$ cat src/rtl/led_bank_pkg.sv
// Shared definitions for the multi-channel LED driver: channel mode codes
// and a helper that screens out reserved mode encodings.
package led_bank_pkg;

   localparam int MODE_W = 3;

   typedef enum logic [MODE_W-1:0] {
      MODE_OFF     = 3'd0,
      MODE_ON      = 3'd1,
      MODE_BLINK   = 3'd2,
      MODE_PWM     = 3'd3,
      MODE_ONESHOT = 3'd4
   } mode_e;

   // Reserved codes (5..7) are folded to OFF so they never drive an output.
   function automatic mode_e decode_mode(input logic [MODE_W-1:0] code);
      mode_e m;
      case (code)
         3'd1:    m = MODE_ON;
         3'd2:    m = MODE_BLINK;
         3'd3:    m = MODE_PWM;
         3'd4:    m = MODE_ONESHOT;
         default: m = MODE_OFF;
      endcase
      return m;
   endfunction

endpackage

$ cat src/rtl/led_bank_tick_gen.sv
// Shared prescaler: counts clk cycles 0..PRESCALE-1 and emits a registered
// one-cycle tick the cycle after the count reaches its last value.
module tick_gen #(
   parameter int PRESCALE = 750
) (
   input  logic clk,
   input  logic rst_n,
   output logic tick
);

   localparam int PW = (PRESCALE > 1) ? $clog2(PRESCALE) : 1;
   localparam logic [PW-1:0] LAST = PW'(PRESCALE - 1);

   logic [PW-1:0] count;

   // Free-running prescale counter; tick is registered off the wrap point.
   always_ff @(posedge clk) begin
      if (!rst_n) begin
         count <= '0;
         tick  <= 1'b0;
      end else if (count == LAST) begin
         count <= '0;
         tick  <= 1'b1;
      end else begin
         count <= count + PW'(1);
         tick  <= 1'b0;
      end
   end

endmodule

$ cat src/rtl/led_bank.sv
// Multi-channel LED driver. Each channel has its own mode, period and duty
// registers and advances on the shared prescaler tick. Outputs are registered
// from the current channel state, so they lag state changes by one edge.
module led_bank
   import led_bank_pkg::*;
#(
   parameter int CHANNELS = 5,
   parameter int CNT_W    = 16,
   parameter int PRESCALE = 750,
   localparam int CH_W    = (CHANNELS > 1) ? $clog2(CHANNELS) : 1
) (
   input  logic                clk,
   input  logic                rst_n,
   input  logic                wr_en,
   input  logic [CH_W-1:0]     wr_ch,
   input  logic [MODE_W-1:0]   wr_mode,
   input  logic [CNT_W-1:0]    wr_period,
   input  logic [CNT_W-1:0]    wr_duty,
   output logic [CHANNELS-1:0] led,
   output logic                tick,
   output logic [CHANNELS-1:0] active
);

   logic wr_ok;

   // Out-of-range channel indices are dropped here so no channel sees them.
   assign wr_ok = wr_en && (int'(wr_ch) < CHANNELS);

   tick_gen #(.PRESCALE(PRESCALE)) u_tick_gen (
      .clk   (clk),
      .rst_n (rst_n),
      .tick  (tick)
   );

   for (genvar g = 0; g < CHANNELS; g++) begin : g_ch
      mode_e            mode_q, mode_d;
      logic [CNT_W-1:0] per_q, per_d;
      logic [CNT_W-1:0] duty_q, duty_d;
      logic [CNT_W-1:0] cnt_q, cnt_d;
      logic             phase_q, phase_d;
      logic             sel;
      logic             at_end;
      logic [CNT_W-1:0] cnt_step;
      logic             last_shot;
      logic             led_nx;
      logic             led_q;
      logic             active_q;

      assign sel       = wr_ok && (wr_ch == CH_W'(g));
      assign at_end    = (cnt_q == per_q);
      assign cnt_step  = at_end ? '0 : (cnt_q + CNT_W'(1));
      assign last_shot = (({1'b0, cnt_q} + {{CNT_W{1'b0}}, 1'b1}) == {1'b0, duty_q});

      // Channel next state: a write wins over a tick; otherwise the mode decides.
      always_comb begin
         mode_d  = mode_q;
         per_d   = per_q;
         duty_d  = duty_q;
         cnt_d   = cnt_q;
         phase_d = phase_q;
         if (sel) begin
            mode_d  = decode_mode(wr_mode);
            per_d   = wr_period;
            duty_d  = wr_duty;
            cnt_d   = '0;
            phase_d = 1'b0;
         end else begin
            case (mode_q)
               MODE_OFF: begin
                  cnt_d = '0;
               end
               MODE_ON, MODE_PWM: begin
                  if (tick) begin
                     cnt_d = cnt_step;
                  end else begin
                     cnt_d = cnt_q;
                  end
               end
               MODE_BLINK: begin
                  if (tick) begin
                     cnt_d   = cnt_step;
                     phase_d = at_end ? ~phase_q : phase_q;
                  end else begin
                     cnt_d = cnt_q;
                  end
               end
               MODE_ONESHOT: begin
                  // A zero-length shot retires immediately without waiting for a tick.
                  if (duty_q == '0) begin
                     mode_d = MODE_OFF;
                     cnt_d  = '0;
                  end else if (tick && last_shot) begin
                     mode_d = MODE_OFF;
                     cnt_d  = '0;
                  end else if (tick) begin
                     cnt_d = cnt_step;
                  end else begin
                     cnt_d = cnt_q;
                  end
               end
               default: begin
                  mode_d = MODE_OFF;
                  cnt_d  = '0;
               end
            endcase
         end
      end

      // Output value implied by the current channel state.
      always_comb begin
         led_nx = 1'b0;
         case (mode_q)
            MODE_OFF:     led_nx = 1'b0;
            MODE_ON:      led_nx = 1'b1;
            MODE_BLINK:   led_nx = phase_q;
            MODE_PWM:     led_nx = (cnt_q < duty_q);
            MODE_ONESHOT: led_nx = (cnt_q < duty_q);
            default:      led_nx = 1'b0;
         endcase
      end

      // Channel state and registered outputs.
      always_ff @(posedge clk) begin
         if (!rst_n) begin
            mode_q   <= MODE_OFF;
            per_q    <= '0;
            duty_q   <= '0;
            cnt_q    <= '0;
            phase_q  <= 1'b0;
            led_q    <= 1'b0;
            active_q <= 1'b0;
         end else begin
            mode_q   <= mode_d;
            per_q    <= per_d;
            duty_q   <= duty_d;
            cnt_q    <= cnt_d;
            phase_q  <= phase_d;
            led_q    <= led_nx;
            active_q <= (mode_q != MODE_OFF);
         end
      end

      assign led[g]    = led_q;
      assign active[g] = active_q;
   end

endmodule

$ cat config.mk
export PLATFORM = sky130hd
export DESIGN_NAME = led_bank
export DESIGN_NICKNAME = d
export VERILOG_FILES = /design/src/rtl/led_bank_pkg.sv /design/src/rtl/led_bank_tick_gen.sv /design/src/rtl/led_bank.sv
export SDC_FILE = /design/constraint.sdc
export NUM_CORES = 1
export LEC_CHECK = 0
export CORE_MARGIN = 4
export CORE_UTILIZATION = 46
export DETAILED_ROUTE_END_ITERATION = 10
export REMOVE_ABC_BUFFERS = 1
export SLEW_MARGIN = 20
export SYNTH_ARGS = -nofsm -noshare
export SYNTH_HDL_FRONTEND = slang
export SYNTH_SLANG_ARGS = --single-unit
$ cat constraint.sdc
create_clock -name clk -period 3 [get_ports clk]
set_input_delay 0.45 -clock clk [delete_from_list [all_inputs] [get_ports clk]]
set_output_delay 0.45 -clock clk [all_outputs]
set_load 0.1 [all_outputs]
Word level (Yosys, flattened, before mapping)
Index checks and enable logic that the tools add are counted.

Input port bits: 41. Bits in registers: 281. Logic and storage cells: 219. Output and inout port bits: 11.

Muxes and demuxes: 52. $add $sub $neg: 11. Reductions and logical operators: 58. Eq/ne operators: 49. Magnitude comparators: 6. Bitwise operators: 6.

Operators with widths (number): $mux W16 (20); $pmux W16 S2 (5); $add A16 B1 Y17 const B (5); $eq A17 B16 Y1 (5); $add A16 B1 Y16 const B (5); $eq A16 B16 Y1 (5); $logic_not A16 Y1 (5); $lt A16 B16 Y1 (5); $mux W3 (15); $eq A3 B2 Y1 const B (14); $pmux W3 S2 (5); $reduce_or A2 Y1 (11); $eq A3 B1 Y1 const B (7); $eq A3 B3 Y1 const B (7); $ne A4 B4 Y1 const B (5); $reduce_or A4 Y1 (5); $logic_not A3 Y1 (6); $pmux W1 S3 (5); $reduce_and A3 Y1 (5); $reduce_bool A3 Y1 (5); $reduce_or A3 Y1 (5); $pmux W3 S4 (1); $logic_and A1 B1 Y1 (11); $add A10 B1 Y10 const B (1); other kinds (6) (19).

Depth between registers and ports, before layout
Depth after elaboration: 7. Gate-level depth with buffers: 10. Gate-level depth less buffers: 9.

Modules after synthesis
A second synthesis with hierarchy kept.

Cell total of the unflattened synthesis: 2354. Area total of the unflattened synthesis: 18053.6 um^2.

Modules (own cells, without submodules): led_bank (cells an instance 2300, area an instance 17551.8 um^2, times used 1, sequential area each 5405.2 um^2); tick_gen (cells an instance 54, area an instance 501.7 um^2, times used 1, sequential area each 220.2 um^2).

Worst setup path after synthesis
No wires, ideal clock.

Path kind: reg-to-reg. Start point: register u_tick_gen.tick. End point: register g_ch[3].cnt_q[6]. Arrival time: 2882 ps. Data required time: 2886 ps. Slack: 4 ps. Cell stages (with the launch flop): 10. Clock period less this slack: 2996 ps. Path through: dfxtp_1 -> buf_2 -> inv_1 -> clkbuf_1 -> or4_1 -> nor4_1 -> o2111ai_1 -> o21bai_2 -> buf_4 -> nor2_1.

Longest elaborated chain between the ends: 4. Elaborated cells on any way between the ends: 5.

RTL lines: start: declaration (line led_bank_tick_gen.sv:8) `output logic tick`; start signal: assignment (line led_bank_tick_gen.sv:20) `tick <= 1'b0;`; start signal: assignment (line led_bank_tick_gen.sv:23) `tick <= 1'b1;`; start signal: assignment (line led_bank_tick_gen.sv:26) `tick <= 1'b0;`; $mux W16 / $logic_and A1 B1 Y1 (equally long branches); $mux W16 (line led_bank.sv:92) `end else if (tick && last_shot) begin`; $mux W16 (line led_bank.sv:89) `if (duty_q == '0) begin`; $pmux W16 S2 * (line led_bank.sv:68) `case (mode_q)`; end signal: assignment (line led_bank.sv:136) `cnt_q <= cnt_d;`; end: declaration (line led_bank.sv:39) `logic [CNT_W-1:0] cnt_q, cnt_d;`.

Mark *: on every way between the ends. The rest lies on a longest branch, timed or not. A chain may end at the register's enable or synchronous reset.

Worst setup path in the final report
Start point: register g_ch[2].cnt_q[0]. End point: register g_ch[2].cnt_q[13].

Longest elaborated chain between the ends: 6. Elaborated cells on any way between the ends: 10.

RTL lines: start: declaration (line led_bank.sv:39); start signal: assignment (line led_bank.sv:136); $add A16 B1 Y17 (tied with other cells) (line led_bank.sv:52) `assign last_shot = (({1'b0, cnt_q} + {{CNT_W{1'b0}}, 1'b1}) == {1'b0, duty_q});`; $eq A17 B16 Y1 / $mux W16 (equally long branches) (line led_bank.sv:52, led_bank.sv:51); $logic_and A1 B1 Y1 / $mux W16 (equally long branches); $mux W16 (line led_bank.sv:92); $mux W16 (line led_bank.sv:89); $pmux W16 S2 * (line led_bank.sv:68).

Marks and branches as above.

==> run metrics <==
status complete, no violations; worst slew pin tran between 0.6 and 0.7 ns; largest area contributor in the netlist dfxtp_1; layout cell share with drive strength beyond 1 8.46%; fin crit period around 2.8 ns; number of global-route vias before repair between 10000 and 15000; via count ~16000; CTS tree yes; I/O Buffers between 50 and 60; Yosys warning count 0; Power Density 482 mW/mm2; leakage power 6.40 nW; Yosys top cell area share between 30 and 40%; final wirelength 53500 um; Fin. Hold Viols 0; routability cong. ~0.91; crit path cell chain ha_1, nand4_2, nor3_1, xnor2_1, a2111oi_1, nand2_1, o31ai_4, buf_4, nor2_1; #FFs+latches synth 281; Core Region about 0.036 mm2; maximum VDD drop 320 uV; Skew-Pair Late Insertion Delay approximately 0.54 ns; Buf/Inv on CP 1; CTS root buf clkbuf_16; WS Path Type register to register; sequential share of the synthesized area 33.4%; htree depth 2; commonest cells in the synthesized netlist nand2_1 (405), a21oi_1 (296), dfxtp_1 (281), xnor2_1 (158), nor2_1 (135); # DRC 0; Sink Count 281; final slew viol count 0; Post-Place Cells ~2700; first-pass GRT wire length ~84000 um; Setup Viol. Count Final 0; CP top delay family simple AND/OR/NAND/NOR gates; CP peak stage delay about 0.50 ns; largest net degree at the start of global routing approximately 90; count leader, synth nand2_1; worst rel slew slack 54.2%; fillers 3495; final setup skew 0.00888 ns; Crit Path Max Fanout 9; Final Cycle Share between 90% and 100%; clock buffer depth 3; post-CTS setup buffer count 0; Crit. End Element register; CP Data Required Time about 3.4 ns; die width around 200 um; slowest library cell on the worst path a2111oi_1; Post-Syn Area 0.0168 mm2; Final Non-Filler Cells between 2000 and 3000; CTS clk-pin slew, worst paths ~0.06 ns; Std-Cell Rows slightly below 70; all-layer global routing usage a little over a quarter; Layout area overhead 13.6%; Min-Delay Path Class register to register; main flop type after synthesis dfxtp_1; Syn Inst Count 2229; startpoint types register; Via density 5.79; Detailed Route Iter0 Violations 1279; die height about 200 um; Async S/R FF share, synth 0%; dpl hpwl about 38000 um; Post-synth EDFFs 0; WP data arrival ~3.2 ns; I/O Pins 52; Post-Synthesis Mean Instance Area 7.55 um2; residual overflow from global routing 0; cts repair resizes 0; Detailed Routing Iterations Pass 1 7; Max-cap violations 0; # hold bufs at CTS 0; TritonCTS buffer count 35; fmax between 0.3 and 0.4 GHz; initial antenna violation count 1; setup ws final ~0.24 ns; Place WS approximately 0.12 ns; Detail Route Antenna Nets 0; routed length per placed instance 19.7 um; largest cells by area after synthesis dfxtp_1 (33%), nand2_1 (9.0%), a21oi_1 (8.8%); die area a little under 0.04 mm2; Nets approximately 2400; count of cell types in the netlist 80; Initial Util between 40% and 50%
==> flip-flops by register name, indices dropped and copies added (netlist names) <==
| register | cells |
|---|---|
| g_ch.per_q | 80 |
| g_ch.cnt_q | 80 |
| g_ch.led_q | 5 |
| g_ch.mode_q | 15 |
| g_ch.duty_q | 80 |
| u_tick_gen.count | 10 |
| g_ch.phase_q | 5 |
| g_ch.active_q | 5 |
| u_tick_gen.tick | 1 |
==> layout by cell type, fill, tap and decap left out, types with 6 or more instances in the layout <==
master             n
o21ai_0           80
nor2_1           135
a21o_1            12
dfxtp_1          280
nand4b_1           7
o211ai_1           9
or3_1             19
bufinv_16          6
and2_1             8
nor3b_1           30
and3_1            26
a211oi_1          10
nand4_1           56
xor2_1            34
clkdlybuf4s50_1   40
a21oi_1          296
clkbuf_16         37
xnor2_1          158
nor2b_1           20
buf_4             87
clkbuf_8           9
o21a_1            11
nor4_2            10
a31oi_1           10
nor4_1            48
nand3_1           42
nor3_1            52
nand2_1          405
nand2b_1          13
ha_1              86
or4_1              7
inv_1             99
==> final timing paths <==
check	startpoint	endpoint	slack, ns	cells after the start
hold / removal	g_ch[2].per_q[12]$_SDFFE_PN0P_	g_ch[2].per_q[12]$_SDFFE_PN0P_	0.47	2
setup / recovery	g_ch[2].cnt_q[0]$_SDFF_PP0_	g_ch[2].cnt_q[13]$_SDFF_PP0_	0.24	9
hold reg to reg	g_ch[2].per_q[12]$_SDFFE_PN0P_	g_ch[2].per_q[12]$_SDFFE_PN0P_	0.47	2
setup reg to reg	g_ch[2].cnt_q[0]$_SDFF_PP0_	g_ch[2].cnt_q[13]$_SDFF_PP0_	0.24	9
==> layout make-up <==
cell class / count / area [um2] / share of cell area [%]
inverters: 100 / 380 / 1.99
repair buffers: 130 / 1110 / 5.82
diodes: 1 / 2.50 / 0.0131
flip-flops and latches: 281 / 5630 / 29.4
multi-input cells: 1685 / 10100 / 53.0
clock buffers: 51 / 1070 / 5.59
well taps: 461 / 577 / 3.02
clock inverters: 12 / 216 / 1.13
==> kinds of logic (layout without fill, tap and decap cells) <==
group | count (synthesis) | count (layout) | share of synthesized area (%)
simple gates | 913 | 913 | 26.3
compound gates | 488 | 488 | 16.8
flops | 281 | 281 | 33.4
buf+inv | 263 | 293 | 6.76
xor+xnor | 192 | 192 | 9.99
fa+ha+maj | 87 | 87 | 6.47
mux | 5 | 5 | 0.312
other cells | 0 | 1 | 0
==> stage by stage <==
stage | util [%] | total power, W | instance area [um2] | TNS, ns | hold WS [ns]
after global routing | 53.4 | 0.00950 | 19100 | -0.00270 | 0.484
after global placement | 49.7 | 0.00459 | 17800 | 0 | 0.455
after detailed placement | 49.7 | 0.00459 | 17800 | 0 | 0.463
after floorplan | - | 0.00425 | 16100 | -159.61 | 0.441
after CTS | 53.3 | 0.00930 | 19100 | 0 | 0.471
final | 53.4 | 0.00921 | 19100 | 0 | 0.469
==> power breakdown <==
part / switching [W] / internal, W
logic: 0.000432 / 0.000242
clock network: 0.00171 / 0.00299
registers: 0.0000598 / 0.00378
total: 0.00220 / 0.00702
==> layer usage <==
layer | global-route usage [%] | up-vias | part of all wire [%]
met3 | 4.92 | 119 | 6.5
li1 | - | 7685 | -
met5 | 0 | - | 0.024
met4 | 10.3 | 2 | 3.9
met2 | 42.0 | 479 | 45
met1 | 36.1 | 7473 | 45
==> worst reg2reg max path, stage by stage, from the launching register on <==
cell	delay, ns
dfxtp_1	0.33
ha_1	0.36
nand4_2	0.24
nor3_1	0.39
xnor2_1	0.11
a2111oi_1	0.50
nand2_1	0.16
o31ai_4	0.26
buf_4	0.22
nor2_1	0.06
No activity file was read; power rests on OpenSTA's default activity.
